===== src/rtl/ps2_host_tx_if.sv =====
// Command-byte handshake and open-drain PS/2 pin signals for the host-to-device transmitter.
interface ps2_host_tx_if;
   logic [7:0] tx_data;
   logic       tx_valid;
   logic       tx_ready;
   logic       tx_done;
   logic       tx_error;
   logic       rx_inhibit;
   logic       ps2_clk_in;
   logic       ps2_dat_in;
   logic       ps2_clk_oe;
   logic       ps2_dat_oe;

   modport master (
      output tx_data, tx_valid, ps2_clk_in, ps2_dat_in,
      input  tx_ready, tx_done, tx_error, rx_inhibit, ps2_clk_oe, ps2_dat_oe
   );

   modport slave (
      input  tx_data, tx_valid, ps2_clk_in, ps2_dat_in,
      output tx_ready, tx_done, tx_error, rx_inhibit, ps2_clk_oe, ps2_dat_oe
   );
endinterface


===== src/rtl/ps2_host_tx.sv =====
// Host-to-device PS/2 transmitter: inhibits the bus, requests to send, shifts out a byte with
// odd parity on device clock falls, checks the device ACK and guards the frame with a timeout.
module ps2_host_tx #(
   parameter int unsigned INHIBIT_CYCLES = 420,
   parameter int unsigned TIMEOUT_CYCLES = 52500,
   parameter int unsigned FILTER_LEN     = 4
) (
   input logic          clk,
   input logic          reset,
   ps2_host_tx_if.slave bus
);

   localparam int unsigned InhW = $clog2(INHIBIT_CYCLES + 1);
   localparam int unsigned ToW  = $clog2(TIMEOUT_CYCLES + 1);
   localparam int unsigned FltW = $clog2(FILTER_LEN + 1);

   typedef enum logic [2:0] {StIdle, StInhibit, StReq, StAck, StWaitIdle} state_e;

   state_e          state_q, state_d;
   logic [7:0]      sh_q, sh_d;
   logic            par_q, par_d;
   logic [InhW-1:0] inh_cnt_q, inh_cnt_d;
   logic [ToW-1:0]  to_cnt_q, to_cnt_d;
   logic [3:0]      bit_cnt_q, bit_cnt_d;
   logic            clk_oe_q, clk_oe_d;
   logic            dat_oe_q, dat_oe_d;
   logic            clk_s1_q, clk_s2_q, dat_s1_q, dat_s2_q;
   logic            filt_q, filt_d;
   logic [FltW-1:0] flt_cnt_q, flt_cnt_d;
   logic            fall, timeout, done, err, in_frame;

   // Filtered CLK flips only after FILTER_LEN consecutive samples disagree with it.
   always_comb begin
      filt_d    = filt_q;
      flt_cnt_d = '0;
      if (clk_s2_q != filt_q) begin
         if (flt_cnt_q == FltW'(FILTER_LEN - 1)) filt_d = clk_s2_q;
         else flt_cnt_d = flt_cnt_q + 1'b1;
      end
      fall = filt_q & ~filt_d;
   end

   assign in_frame = (state_q == StReq) || (state_q == StAck) || (state_q == StWaitIdle);
   assign timeout  = in_frame && (to_cnt_q == ToW'(TIMEOUT_CYCLES));

   always_comb begin
      state_d   = state_q;
      sh_d      = sh_q;
      par_d     = par_q;
      inh_cnt_d = inh_cnt_q;
      to_cnt_d  = to_cnt_q;
      bit_cnt_d = bit_cnt_q;
      clk_oe_d  = clk_oe_q;
      dat_oe_d  = dat_oe_q;
      done      = 1'b0;
      err       = 1'b0;
      if (in_frame && !timeout) to_cnt_d = to_cnt_q + 1'b1;
      unique case (state_q)
         StIdle: begin
            clk_oe_d = 1'b0;
            dat_oe_d = 1'b0;
            if (bus.tx_valid) begin
               sh_d      = bus.tx_data;
               par_d     = ~^bus.tx_data;
               inh_cnt_d = '0;
               bit_cnt_d = '0;
               clk_oe_d  = 1'b1;
               state_d   = StInhibit;
            end
         end
         StInhibit: begin
            inh_cnt_d = inh_cnt_q + 1'b1;
            if (inh_cnt_q == InhW'(INHIBIT_CYCLES - 2)) dat_oe_d = 1'b1;
            if (inh_cnt_q == InhW'(INHIBIT_CYCLES - 1)) begin
               clk_oe_d = 1'b0;
               dat_oe_d = 1'b1;
               to_cnt_d = '0;
               state_d  = StReq;
            end
         end
         StReq: begin
            if (fall) begin
               bit_cnt_d = bit_cnt_q + 1'b1;
               if (bit_cnt_q < 4'd8) begin
                  dat_oe_d = ~sh_q[bit_cnt_q[2:0]];
               end else if (bit_cnt_q == 4'd8) begin
                  dat_oe_d = ~par_q;
               end else begin
                  dat_oe_d = 1'b0;
                  state_d  = StAck;
               end
            end
         end
         StAck: begin
            if (fall) begin
               if (dat_s2_q) begin
                  err     = 1'b1;
                  state_d = StIdle;
               end else begin
                  state_d = StWaitIdle;
               end
            end
         end
         StWaitIdle: begin
            if (dat_s2_q && filt_q) begin
               done    = 1'b1;
               state_d = StIdle;
            end
         end
         default: state_d = StIdle;
      endcase
      // Timeout overrides whatever the frame was doing this clk, including a coincident ACK fall.
      if (timeout) begin
         clk_oe_d = 1'b0;
         dat_oe_d = 1'b0;
         done     = 1'b0;
         err      = 1'b1;
         state_d  = StIdle;
      end
   end

   always_ff @(posedge clk) begin
      if (!reset) begin
         state_q   <= StIdle;
         sh_q      <= '0;
         par_q     <= 1'b0;
         inh_cnt_q <= '0;
         to_cnt_q  <= '0;
         bit_cnt_q <= '0;
         clk_oe_q  <= 1'b0;
         dat_oe_q  <= 1'b0;
         clk_s1_q  <= 1'b1;
         clk_s2_q  <= 1'b1;
         dat_s1_q  <= 1'b1;
         dat_s2_q  <= 1'b1;
         filt_q    <= 1'b1;
         flt_cnt_q <= '0;
      end else begin
         state_q   <= state_d;
         sh_q      <= sh_d;
         par_q     <= par_d;
         inh_cnt_q <= inh_cnt_d;
         to_cnt_q  <= to_cnt_d;
         bit_cnt_q <= bit_cnt_d;
         clk_oe_q  <= clk_oe_d;
         dat_oe_q  <= dat_oe_d;
         clk_s1_q  <= bus.ps2_clk_in;
         clk_s2_q  <= clk_s1_q;
         dat_s1_q  <= bus.ps2_dat_in;
         dat_s2_q  <= dat_s1_q;
         filt_q    <= filt_d;
         flt_cnt_q <= flt_cnt_d;
      end
   end

   assign bus.tx_ready   = (state_q == StIdle);
   assign bus.rx_inhibit = (state_q != StIdle);
   assign bus.tx_done    = done;
   assign bus.tx_error   = err;
   assign bus.ps2_clk_oe = clk_oe_q;
   assign bus.ps2_dat_oe = dat_oe_q;

endmodule


===== src/flat_wrapper.sv =====
// flat-port wrapper written by rule: the top's interface ports become plain ports
module ps2_host_tx_flat 
#(
   parameter int unsigned INHIBIT_CYCLES = 420,
   parameter int unsigned TIMEOUT_CYCLES = 52500,
   parameter int unsigned FILTER_LEN     = 4
)
  (clk, reset, bus_tx_data, bus_tx_valid, bus_ps2_clk_in, bus_ps2_dat_in, bus_tx_ready, bus_tx_done, bus_tx_error, bus_rx_inhibit, bus_ps2_clk_oe, bus_ps2_dat_oe);
  ps2_host_tx_if bus_i ();
  input logic clk;
  input logic reset;
  input wire logic [$bits(bus_i.tx_data)-1:0] bus_tx_data;
  input wire logic [$bits(bus_i.tx_valid)-1:0] bus_tx_valid;
  input wire logic [$bits(bus_i.ps2_clk_in)-1:0] bus_ps2_clk_in;
  input wire logic [$bits(bus_i.ps2_dat_in)-1:0] bus_ps2_dat_in;
  output wire logic [$bits(bus_i.tx_ready)-1:0] bus_tx_ready;
  output wire logic [$bits(bus_i.tx_done)-1:0] bus_tx_done;
  output wire logic [$bits(bus_i.tx_error)-1:0] bus_tx_error;
  output wire logic [$bits(bus_i.rx_inhibit)-1:0] bus_rx_inhibit;
  output wire logic [$bits(bus_i.ps2_clk_oe)-1:0] bus_ps2_clk_oe;
  output wire logic [$bits(bus_i.ps2_dat_oe)-1:0] bus_ps2_dat_oe;
  assign bus_i.tx_data = bus_tx_data;
  assign bus_i.tx_valid = bus_tx_valid;
  assign bus_i.ps2_clk_in = bus_ps2_clk_in;
  assign bus_i.ps2_dat_in = bus_ps2_dat_in;
  assign bus_tx_ready = bus_i.tx_ready;
  assign bus_tx_done = bus_i.tx_done;
  assign bus_tx_error = bus_i.tx_error;
  assign bus_rx_inhibit = bus_i.rx_inhibit;
  assign bus_ps2_clk_oe = bus_i.ps2_clk_oe;
  assign bus_ps2_dat_oe = bus_i.ps2_dat_oe;
  ps2_host_tx #(.INHIBIT_CYCLES(INHIBIT_CYCLES), .TIMEOUT_CYCLES(TIMEOUT_CYCLES), .FILTER_LEN(FILTER_LEN)) u_core (.clk(clk), .reset(reset), .bus(bus_i));
endmodule

===== config.mk =====
export PLATFORM = sky130hd
export DESIGN_NAME = ps2_host_tx_flat
export DESIGN_NICKNAME = d
export VERILOG_FILES = /design/src/rtl/ps2_host_tx_if.sv /design/src/rtl/ps2_host_tx.sv /design/src/flat_wrapper.sv
export SDC_FILE = /design/constraint.sdc
export NUM_CORES = 1
export LEC_CHECK = 0
export CAP_MARGIN = 20
export CORE_MARGIN = 2
export CORE_UTILIZATION = 52
export CTS_CLUSTER_SIZE = 28
export DETAILED_ROUTE_END_ITERATION = 16
export GPL_ROUTABILITY_DRIVEN = 0
export PLACE_DENSITY = 0.75
export SLEW_MARGIN = 20
export SYNTH_ARGS = -nofsm -noshare
export SYNTH_HDL_FRONTEND = slang
export SYNTH_SLANG_ARGS = --single-unit

===== constraint.sdc =====
create_clock -name clk -period 1.7 [get_ports clk]
set_clock_uncertainty 0.05 [all_clocks]
set_input_delay 0.34 -clock clk [delete_from_list [all_inputs] [get_ports clk]]
set_output_delay 0.34 -clock clk [all_outputs]
set_load 0.1 [all_outputs]

Word level (Yosys, flattened, before mapping)
Index checks and enable logic that the tools add are counted.

word-level totals
  bits in registers = 51
  word-level logic and storage cells = 101

operators by class
  $add $sub $neg = 4
  $lt $le $gt $ge = 2
  equality and inequality tests = 18
  muxes and demuxes = 37
  bitwise gates (word level) = 6
  reductions and logical operators = 20

operators by type and width
  kind                     number
  $mux W16                 3
  $mux W3                  8
  $eq A9 B9 Y1 const B     2
  $pmux W9 S2              1
  $mux W1                  17
  $add A16 B1 Y16 const B  1
  $eq A16 B16 Y1 const B   1
  $pmux W3 S5              1
  $add A9 B1 Y9 const B    1
  $eq A3 B2 Y1 const B     3
  $mux W9                  1
  $mux W4                  2
  $ne A2 B2 Y1 const B     4
  $pmux W4 S2              1
  $reduce_xnor A8 Y1       1
  $reduce_and A7 Y1        1
  $ne A2 B1 Y1 const B     3
  $reduce_and A2 Y1        3
  $reduce_and A3 Y1        2
  $reduce_bool A3 Y1       2
  $not A1 Y1               5
  $add A4 B1 Y4 const B    1
  $eq A4 B4 Y1 const B     1
  $lt A3 B4 Y1 const B     1
  other kinds (17)         21

Longest topological paths before layout
Gate-level depths: netlist of run 1.

  depth in word-level cells = 9
  mapped depth = 7

Least setup slack after synthesis of run 1
Ideal clock, no wire load.

  path kind = register to output
  start point = reg u_core.to_cnt_q[0]
  end point = out bus_tx_done
  arrival = 3.217 ns
  required time = 1.310 ns
  setup slack = -1.907 ns
  cell stages (with the launch flop) = 7
  buffers on the path = 1
  path through = dfxtp_1 > inv_1 > ha_1 > and4bb_4 > and4_4 > buf_6 > nor3_1

on the way
  word-level cells in the longest chain between the ends = 3

RTL lines
  item                    line                RTL
  from (decl)             ps2_host_tx.sv:23   logic [ToW-1:0] to_cnt_q, to_cnt_d;
  from (signal assigned)  ps2_host_tx.sv:143  to_cnt_q <= to_cnt_d;
  $eq A16 B16 Y1          ps2_host_tx.sv:44   assign timeout = in_frame && (to_cnt_q == ToW'(TIMEOUT_CYCLES));
  $logic_and A1 B1 Y1     ps2_host_tx.sv:44
  $mux W1                 ps2_host_tx.sv:113  if (timeout) begin
  to (decl)               flat_wrapper.sv:17  output wire logic [$bits(bus_i.tx_done)-1:0] bus_tx_done;

No other way between the ends.

Final worst setup path of run 1
  start point = reg u_core.to_cnt_q[1]
  end point = out bus_tx_done

Same word-level chain as after synthesis.

==> results of run 1 <==
==> what timing repair did <==
item,in CTS,in global routing
pin swaps,8,12
gates resized for setup,13,46
gates cloned,0,1
hold buffers,0,0
endpoints found under the hold margin,0,0
endpoints found under the setup margin,19,35
buffers inserted,5,10
==> report_power, final <==
part	leakage (nW)	total, mW	internal, mW	switching (mW)
clock	0.0402	0.706	0.287	0.418
sequential	0.418	1.24	1.22	0.0213
combinational	0.897	0.291	0.131	0.160
total	1.35	2.24	1.64	0.599
==> per-layer routing <==
layer | wire, um | up-vias | global-route usage
met1 | 3270 | 1235 | 0.325
met5 | 0 | - | 0
met3 | 281 | 21 | 0.0596
met4 | 178 | 0 | 0.101
li1 | - | 1271 | -
met2 | 3670 | 67 | 0.389
==> final cells by class <==
class / instances / area (um2) / area share
inverter: 12 / 60.1 / 0.0160
sequential: 51 / 1030 / 0.276
multi-input combinational: 225 / 1700 / 0.453
timing repair buffer: 81 / 785 / 0.209
clock inverter: 3 / 20.0 / 0.00534
tap: 67 / 83.8 / 0.0224
clock buffer: 5 / 68.8 / 0.0184
==> stage by stage <==
| step | util | power [mW] |
|---|---|---|
| after detailed placement | 0.696 | 1.53 |
| after global routing | 0.789 | 2.32 |
| after floorplan | - | 1.42 |
| after global placement | 0.696 | 1.53 |
| after CTS | 0.733 | 2.22 |
| final | 0.789 | 2.24 |
==> kinds of logic (layout without fill, tap and decap cells) <==
| group | Yosys count | in the layout |
|---|---|---|
| simple gates | 120 | 120 |
| compound gates | 80 | 80 |
| fa+ha+maj | 7 | 7 |
| buf+inv | 25 | 101 |
| mux | 5 | 5 |
| xor+xnor | 13 | 13 |
| flops | 51 | 51 |
==> cell usage after synthesis, types with 4 or more instances <==
master / number
o31ai_1: 15
xor2_1: 4
nor2_1: 14
nand4_1: 5
a21oi_1: 35
mux2i_1: 4
o21ai_0: 10
nor3_1: 6
dfxtp_1: 51
nand2_1: 33
buf_2: 6
xnor2_1: 9
inv_1: 11
clkbuf_1: 5
nand2b_1: 6
or3_1: 8
ha_1: 7
nand3_1: 12
or4_1: 12
==> sequential cells by signal, summed over array words and instances (netlist names) <==
signal                 count
u_core.to_cnt_q           16
u_core.inh_cnt_q           9
u_core.sh_q                8
u_core.bit_cnt_q           4
u_core.flt_cnt_q           3
u_core.state_q             3
u_core.bus.ps2_clk_oe      1
u_core.bus.ps2_dat_oe      1
u_core.clk_s1_q            1
u_core.clk_s2_q            1
u_core.dat_s1_q            1
u_core.dat_s2_q            1
u_core.filt_q              1
u_core.par_q               1
==> worst paths after layout <==
path / start / end / slack (ns) / cells past startpoint
setup / recovery: u_core.to_cnt_q[1] / bus_tx_done / -0.45 / 7
hold / removal: u_core.dat_s1_q / u_core.dat_s2_q / 0.39 / 1
hold reg to reg: u_core.dat_s1_q / u_core.dat_s2_q / 0.39 / 1
setup reg to reg: u_core.to_cnt_q[1] / u_core.to_cnt_q[3] / -0.18 / 7
==> impl_metrics.tcl, run 1 <==
set metrics [dict create \
    mostFrequentLayoutCell "buf_4" \
    crit_arrival_ns 1.76 \
    io_pins 19 \
    start_util 0.544 \
    worstSetupPathType "reg2out" \
    antenna_found_initial 0 \
    min_period_ns 2.15 \
    final_cell_mix "buf_4 (53), dfxtp_1 (44), a21oi_1 (31)" \
    cp_max_fo 3 \
    vias_per_cell 5.84 \
    htree_levels 2 \
    cts_made_buffers 5 \
    yosysSeqAreaShare 0.395 \
    worst_pin_slew_ns 0.427 \
    slowest_delay_ns 0.38 \
    drt-total-wl_um 7400 \
    grt_max_degree 24 \
    synth_top_family_by_area "simple AND/OR/NAND/NOR gates" \
    cts_tree "yes" \
    place_ws_ns -0.173 \
    dp_hpwl_um 4600 \
    synth-xor-area-share 0.0440 \
    synth_fa_ha_area_frac 0.0338 \
    grtUsageTotal 0.247 \
    cts_sinks 51 \
    drive_gt1_frac 0.340 \
    synthesis.nets 321 \
    worstHoldPathType "reg2reg" \
    drtIter0Drc 174 \
    cp_cell_sequence "inv_4 > ha_4 > and4bb_4 > and4_4 > buf_4 > nor3_4 > buf_12" \
    fillers 299 \
    clk_latency_ns 0.31 \
    rows 25 \
    yosysTopAreaCellShare 0.395 \
    coreArea_mm2 0.00475 \
    setup_viol 20 \
    firstDrtPassIters 4 \
    overflow 0 \
    area_growth_pct 44.9 \
    outcome "finished with violations" \
    synth_mux_area_frac 0.0242 \
    async_reset_ff_frac 0 \
    ys_types 56 \
    p_leak_nw 1.35 \
    yosys_register_bits 51 \
    wl_per_cell_um 16.7 \
    die_area_mm2 0.00556 \
    post_dp_cell_area_mm2 0.00331 \
    max_freq_mhz 465 \
    drc 0 \
    clock_path_buffers 2 \
    port-buffer-count 18 \
    rsz0062_at_grt "yes" \
    route.antenna.remaining_nets 0 \
    yosysWarningCount 0 \
    synth_enable_flop_cells 0 \
    yosysTopAreaCell "dfxtp_1" \
    synth_area_leaders "dfxtp_1 (39%), a21oi_1 (6.8%), nand2_1 (4.8%)" \
    fin_tns_setup_ns -2.04 \
    critPathLaunchType "flop" \
    hold_slack_ns 0.390 \
    cp_slowest_cell "dfxtp_4" \
    post-route-period-util 1.27 \
    root_buffer "clkbuf_8" \
    drv_cap 0 \
    irDropWorstVdd_uv 464 \
    post-place-cells 421 \
    syn_avg_cell_area_um2 8.60 \
    final-hold-violation-count 0 \
    end_kind "output pin" \
    clk_pin_slew_ns 0.10 \
    die_w_um 74.5 \
    cpLargestDelayFamily "simple AND/OR/NAND/NOR gates" \
    setup_ws_ns -0.451 \
    netlist_area_mm2 0.00259 \
    synth_cells 301 \
    nets 396 \
    num_vias 2594 \
    powerDensity_mw_per_mm2 596 \
    synth_compound_area_frac 0.192 \
    final_area_mm2 0.00375 \
    violations "negative setup slack" \
    die_y_um 74.5 \
    cp.required_ns 1.31 \
    grt_first_pass_wirelength_um 10400 \
    slew_violations 0 \
    synth-main-ff-cell "dfxtp_1" \
    synth-simple-area-share 0.269 \
    grt_pass1_vias 2273 \
    maxSlewHeadroom 0.715 \
    crit_buf_inv 3 \
    antenna_cells 0 \
    fin_cells 444 \
]
Power figures use the tool's default switching activity.
==> run 2, diff against run 1 <==
--- a/config.mk
+++ b/config.mk
@@ -6,13 +6,16 @@
 export NUM_CORES = 1
 export LEC_CHECK = 0
 export CAP_MARGIN = 20
+export CORE_ASPECT_RATIO = 1.75
 export CORE_MARGIN = 2
-export CORE_UTILIZATION = 52
+export CORE_UTILIZATION = 55
+export CTS_BUF_LIST = sky130_fd_sc_hd__clkbuf_4 sky130_fd_sc_hd__clkbuf_8
 export CTS_CLUSTER_SIZE = 28
 export DETAILED_ROUTE_END_ITERATION = 16
 export GPL_ROUTABILITY_DRIVEN = 0
-export PLACE_DENSITY = 0.75
+export PLACE_DENSITY = 0.79
 export SLEW_MARGIN = 20
 export SYNTH_ARGS = -nofsm -noshare
 export SYNTH_HDL_FRONTEND = slang
 export SYNTH_SLANG_ARGS = --single-unit
+export TNS_END_PERCENT = 1
==> run 2 against run 1 <==
Effect of this change:
- sequential share of layout area rose by 1.4 points
- cell count is 4.5% lower
- the flow still finishes with violations (negative setup slack)
- fmax grew 1.1%
- power rose by 12%
==> impl_metrics.tcl, run 2 (same netlist as run 1, synthesis figures left out) <==
set metrics [dict create \
    grtUsageTotal 0.261 \
    worstSetupPathType "reg2out" \
    fin_tns_setup_ns -1.80 \
    max_freq_mhz 470 \
    place_ws_ns -0.132 \
    setup_ws_ns -0.428 \
    area_growth_pct 37.6 \
    cts_made_buffers 5 \
    use_met2 0.521 \
    antenna_found_initial 0 \
    clock_path_buffers 2 \
    mostFrequentLayoutCell "buf_4" \
    maxSlewHeadroom 0.646 \
    critPathLaunchType "flop" \
    die_w_um 55.9 \
    worst_pin_slew_ns 0.526 \
    rows 33 \
    root_buffer "clkbuf_8" \
    regMostFlops "u_core.to_cnt_q" \
    post_dp_cell_area_mm2 0.00332 \
    final_area_mm2 0.00356 \
    end_kind "output pin" \
    worstRegToRegCells 8 \
    grt_first_pass_wirelength_um 11100 \
    rsz0062_at_grt "yes" \
    clk_latency_ns 0.31 \
    violations "negative setup slack" \
    drtIter0Drc 98 \
    worstReg2RegEnd "u_core.to_cnt_q[4]" \
    met1_usage 0.265 \
    antenna_cells 0 \
    cp_cell_sequence "inv_2 > ha_4 > and4bb_4 > and4_4 > a31oi_2 > o22ai_4 > buf_12" \
    rrSetupSlack_ns -0.19 \
    port-buffer-count 18 \
    post-place-cells 414 \
    drc 0 \
    clk_pin_slew_ns 0.09 \
    startpoint "u_core.to_cnt_q[1]" \
    cp_max_fo 2 \
    p_leak_nw 1.31 \
    io_pins 19 \
    slew_violations 0 \
    min_period_ns 2.13 \
    wl_per_cell_um 15.4 \
    grt_max_degree 20 \
    worstSetupEndpoint "bus_tx_error" \
    setup_viol 12 \
    busiest_layer "met2" \
    htree_levels 2 \
    post-route-period-util 1.25 \
    die_area_mm2 0.00529 \
    powerDensity_mw_per_mm2 705 \
    largest_reg_flops 16 \
    drt-total-wl_um 6530 \
    overflow 0 \
    ctsHoldBuffers 0 \
    cts_tree "yes" \
    worstHoldPathType "reg2reg" \
    irDropWorstVdd_uv 834 \
    cts_sinks 51 \
    route.antenna.remaining_nets 0 \
    cp.required_ns 1.31 \
    r2r_start "u_core.to_cnt_q[0]" \
    final_cell_mix "buf_4 (53), dfxtp_1 (45), a21oi_1 (34)" \
    dp_hpwl_um 4720 \
    drive_gt1_frac 0.290 \
    drv_cap 0 \
    nets 391 \
    die_y_um 94.7 \
    outcome "finished with violations" \
    vias_per_cell 6.05 \
    final-hold-violation-count 0 \
    finalPower_mw 2.51 \
    top_regs "u_core.to_cnt_q x16, u_core.inh_cnt_q x9, u_core.sh_q x8" \
    cp_slowest_cell "dfxtp_4" \
    use_met3 0.0342 \
    firstDrtPassIters 5 \
    coreArea_mm2 0.00462 \
    num_vias 2565 \
    fin_cells 424 \
    slowest_delay_ns 0.35 \
    start_util 0.560 \
    grt_pass1_vias 2524 \
    crit_arrival_ns 1.74 \
    whs_path_depth 1 \
]
[run 2: timing repair]
item	in CTS	in global routing
setup endpoints to repair	19	35
setup buffers	2	0
pin swaps	6	7
resized for setup	5	20
[run 2: worst min-delay path by stage]
stage	start	endpoint
final	u_core.flt_cnt_q[0]	u_core.flt_cnt_q[0]
after floorplan	u_core.clk_s1_q	u_core.clk_s2_q
after detailed placement	u_core.dat_s1_q	u_core.dat_s2_q
after CTS	u_core.dat_s1_q	u_core.dat_s2_q
after global routing	u_core.flt_cnt_q[0]	u_core.flt_cnt_q[0]
after global placement	u_core.dat_s1_q	u_core.dat_s2_q
[run 2: critical path, delay by kind of cell (launching register included)]
family / cells / cell delay (ns)
AO/OA/AOI/OAI: 2 / 0.23
adder cells (fa/ha/maj): 1 / 0.12
buffers and inverters: 2 / 0.25
flip-flops: 1 / 0.35
AND/OR/NAND/NOR: 2 / 0.48
[run 2: metal layers]
metal / wire, um / share of wire / up-vias
met3: 221 / 0.034 / 20
met2: 3720 / 0.57 / 84
li1: - / - / 1255
met1: 2390 / 0.37 / 1206
met5: 0 / 0 / -
met4: 193 / 0.030 / 0
[run 2: per-stage QoR]
step / util / hold WS (ns)
after global placement: 0.719 / 0.349
after detailed placement: 0.719 / 0.366
after CTS: 0.754 / 0.380
final: 0.770 / 0.353
after global routing: 0.770 / 0.372
after floorplan: - / 0.336
[run 2: area by class of cell]
cell class              count  area [um2]
multi-input cells         225        1580
inverters                  12        47.5
clock inverters             3        67.6
repair buffers             76         703
well taps                  52        65.1
flip-flops and latches     51        1030
fillers                   303        1060
clock buffers               5        68.8
[run 2: power by group]
part | internal [mW] | switching [mW]
clock | 0.587 | 0.415
sequential | 1.22 | 0.0182
combinational | 0.125 | 0.145
total | 1.93 | 0.578
==> run 3, diff against run 2 <==
--- a/config.mk
+++ b/config.mk
@@ -13,8 +13,8 @@
 export CTS_CLUSTER_SIZE = 28
 export DETAILED_ROUTE_END_ITERATION = 16
 export GPL_ROUTABILITY_DRIVEN = 0
+export MAX_ROUTING_LAYER = met4
 export PLACE_DENSITY = 0.79
-export SLEW_MARGIN = 20
 export SYNTH_ARGS = -nofsm -noshare
 export SYNTH_HDL_FRONTEND = slang
 export SYNTH_SLANG_ARGS = --single-unit
==> run 3 against run 2 <==
Effect of this change:
- the flow still finishes with violations (negative setup slack)
- register-to-register slack about the same
- highest routed layer unchanged
- sequential power about the same
- worst hold slack hardly changed
- fmax shrank 0.47%
==> impl_metrics.tcl, run 3 (same netlist as run 1, synthesis figures left out) <==
set metrics [dict create \
    outcome "finished with violations" \
    violations "negative setup slack" \
    grt_first_pass_wirelength_um 11100 \
    hold_start "u_core.flt_cnt_q[0]" \
    largest_reg_flops 16 \
    start_util 0.560 \
    grtUsageTotal 0.268 \
    drv_cap 0 \
    top_regs "u_core.to_cnt_q x16, u_core.inh_cnt_q x9, u_core.sh_q x8" \
    final_cell_mix "buf_4 (53), dfxtp_1 (45), a21oi_1 (34)" \
    hold_slack_ns 0.353 \
    drive_gt1_frac 0.290 \
    end_kind "output pin" \
    setup_ws_ns -0.438 \
    setup_viol 12 \
    whs_path_depth 1 \
    drtIter0Drc 93 \
    worstReg2RegEnd "u_core.to_cnt_q[3]" \
    root_buffer "clkbuf_8" \
    nets 391 \
    worst_pin_slew_ns 0.543 \
    antenna_found_initial 0 \
    dp_hpwl_um 4720 \
    htree_levels 2 \
    wl_per_cell_um 15.3 \
    crit_arrival_ns 1.75 \
    die_w_um 55.9 \
    drt-total-wl_um 6500 \
    irDropWorstVdd_uv 830 \
    rsz0062_at_grt "yes" \
    cp_max_fo 2 \
    r2r_start "u_core.to_cnt_q[1]" \
    clk_pin_slew_ns 0.09 \
    grt_pass1_vias 2523 \
    regMostFlops "u_core.to_cnt_q" \
    area_growth_pct 37.6 \
    worstRegToRegCells 8 \
    rows 33 \
    io_pins 19 \
    drc 0 \
    cts_sinks 51 \
    min_period_ns 2.14 \
    fillers 303 \
    ctsHoldBuffers 0 \
    hold_end "u_core.flt_cnt_q[0]" \
    rrSetupSlack_ns -0.20 \
    coreArea_mm2 0.00462 \
    die_area_mm2 0.00529 \
    antenna_cells 0 \
    worstHoldPathType "reg2reg" \
    route.antenna.remaining_nets 0 \
    finalPower_mw 2.51 \
    mostFrequentLayoutCell "buf_4" \
    cp.required_ns 1.31 \
    firstDrtPassIters 4 \
    final-hold-violation-count 0 \
    slew_violations 0 \
    max_freq_mhz 468 \
    cts_tree "yes" \
    post-route-period-util 1.26 \
    port-buffer-count 18 \
    vias_per_cell 6.01 \
    critPathLaunchType "flop" \
    num_vias 2550 \
    maxSlewHeadroom 0.634 \
    cts_made_buffers 5 \
    powerDensity_mw_per_mm2 706 \
    p_leak_nw 1.31 \
    worstSetupPathType "reg2out" \
    overflow 0 \
    die_y_um 94.7 \
    clock_path_buffers 2 \
    clk_latency_ns 0.31 \
    grt_max_degree 20 \
]
## run 3: cell counts in the layout (fill, tap and decap cells not counted)
Identical to the previous run, type by type.
## run 3: stage by stage
| step | std cells | setup TNS, ns | util | setup WS [ns] | cell area, um2 |
|---|---|---|---|---|---|
| floorplan | 301 | -4.42 | - | -0.475 | 2650 |
| global route | 424 | -3.12 | 0.770 | -0.500 | 3560 |
| finish | 424 | -1.83 | 0.770 | -0.438 | 3560 |
| CTS | 424 | -2.50 | 0.754 | -0.456 | 3490 |
| detailed placement | 414 | -2.10 | 0.719 | -0.132 | 3320 |
| global placement | 414 | -1.42 | 0.719 | -0.103 | 3320 |
## run 3: layout make-up
type | instances | area [um2] | share of cell area
multi-input combinational | 225 | 1580 | 0.443
sequential | 51 | 1030 | 0.290
timing repair buffer | 76 | 703 | 0.197
clock buffer | 5 | 68.8 | 0.0193
clock inverter | 3 | 67.6 | 0.0190
tap | 52 | 65.1 | 0.0183
inverter | 12 | 47.5 | 0.0134
## run 3: worst max path at each step
stage                             from                   to  slack [ns]  cells after the start
CTS                 u_core.to_cnt_q[1]          bus_tx_done       -0.46                      7
global placement          bus_tx_valid  u_core.inh_cnt_q[5]       -0.10                      5
global route        u_core.to_cnt_q[0]         bus_tx_error       -0.50                      7
floorplan           u_core.to_cnt_q[0]          bus_tx_done       -0.48                      6
detailed placement  u_core.to_cnt_q[1]         bus_tx_error       -0.13                      7
finish              u_core.to_cnt_q[1]         bus_tx_error       -0.44                      7
## run 3: repair_timing
action | 4_1_cts | 5_1_grt
setup endpoints to repair | 19 | 32
pin swaps | 6 | 7
gates resized for setup | 5 | 20
buffers inserted | 2 | 0
## run 3: power breakdown
group / switching, mW / internal [mW] / leakage [nW]
combinational: 0.145 / 0.125 / 0.833
sequential: 0.0181 / 1.22 / 0.417
clock: 0.420 / 0.587 / 0.0644
## run 3: metal layers
| layer | wire, um | global-route usage |
|---|---|---|
| met3 | 183 | 0.0329 |
| met4 | 179 | 0.113 |
| met2 | 3730 | 0.520 |
| met1 | 2420 | 0.264 |
| met5 | 0 | - |
## run 3: worst max-delay path, cell delays in order, from the launching register on
cell and delay (ns):
dfxtp_4 0.35, inv_2 0.06, ha_4 0.12, and4bb_4 0.24
and4_4 0.24, a31oi_2 0.05, o22ai_4 0.18, buf_12 0.19
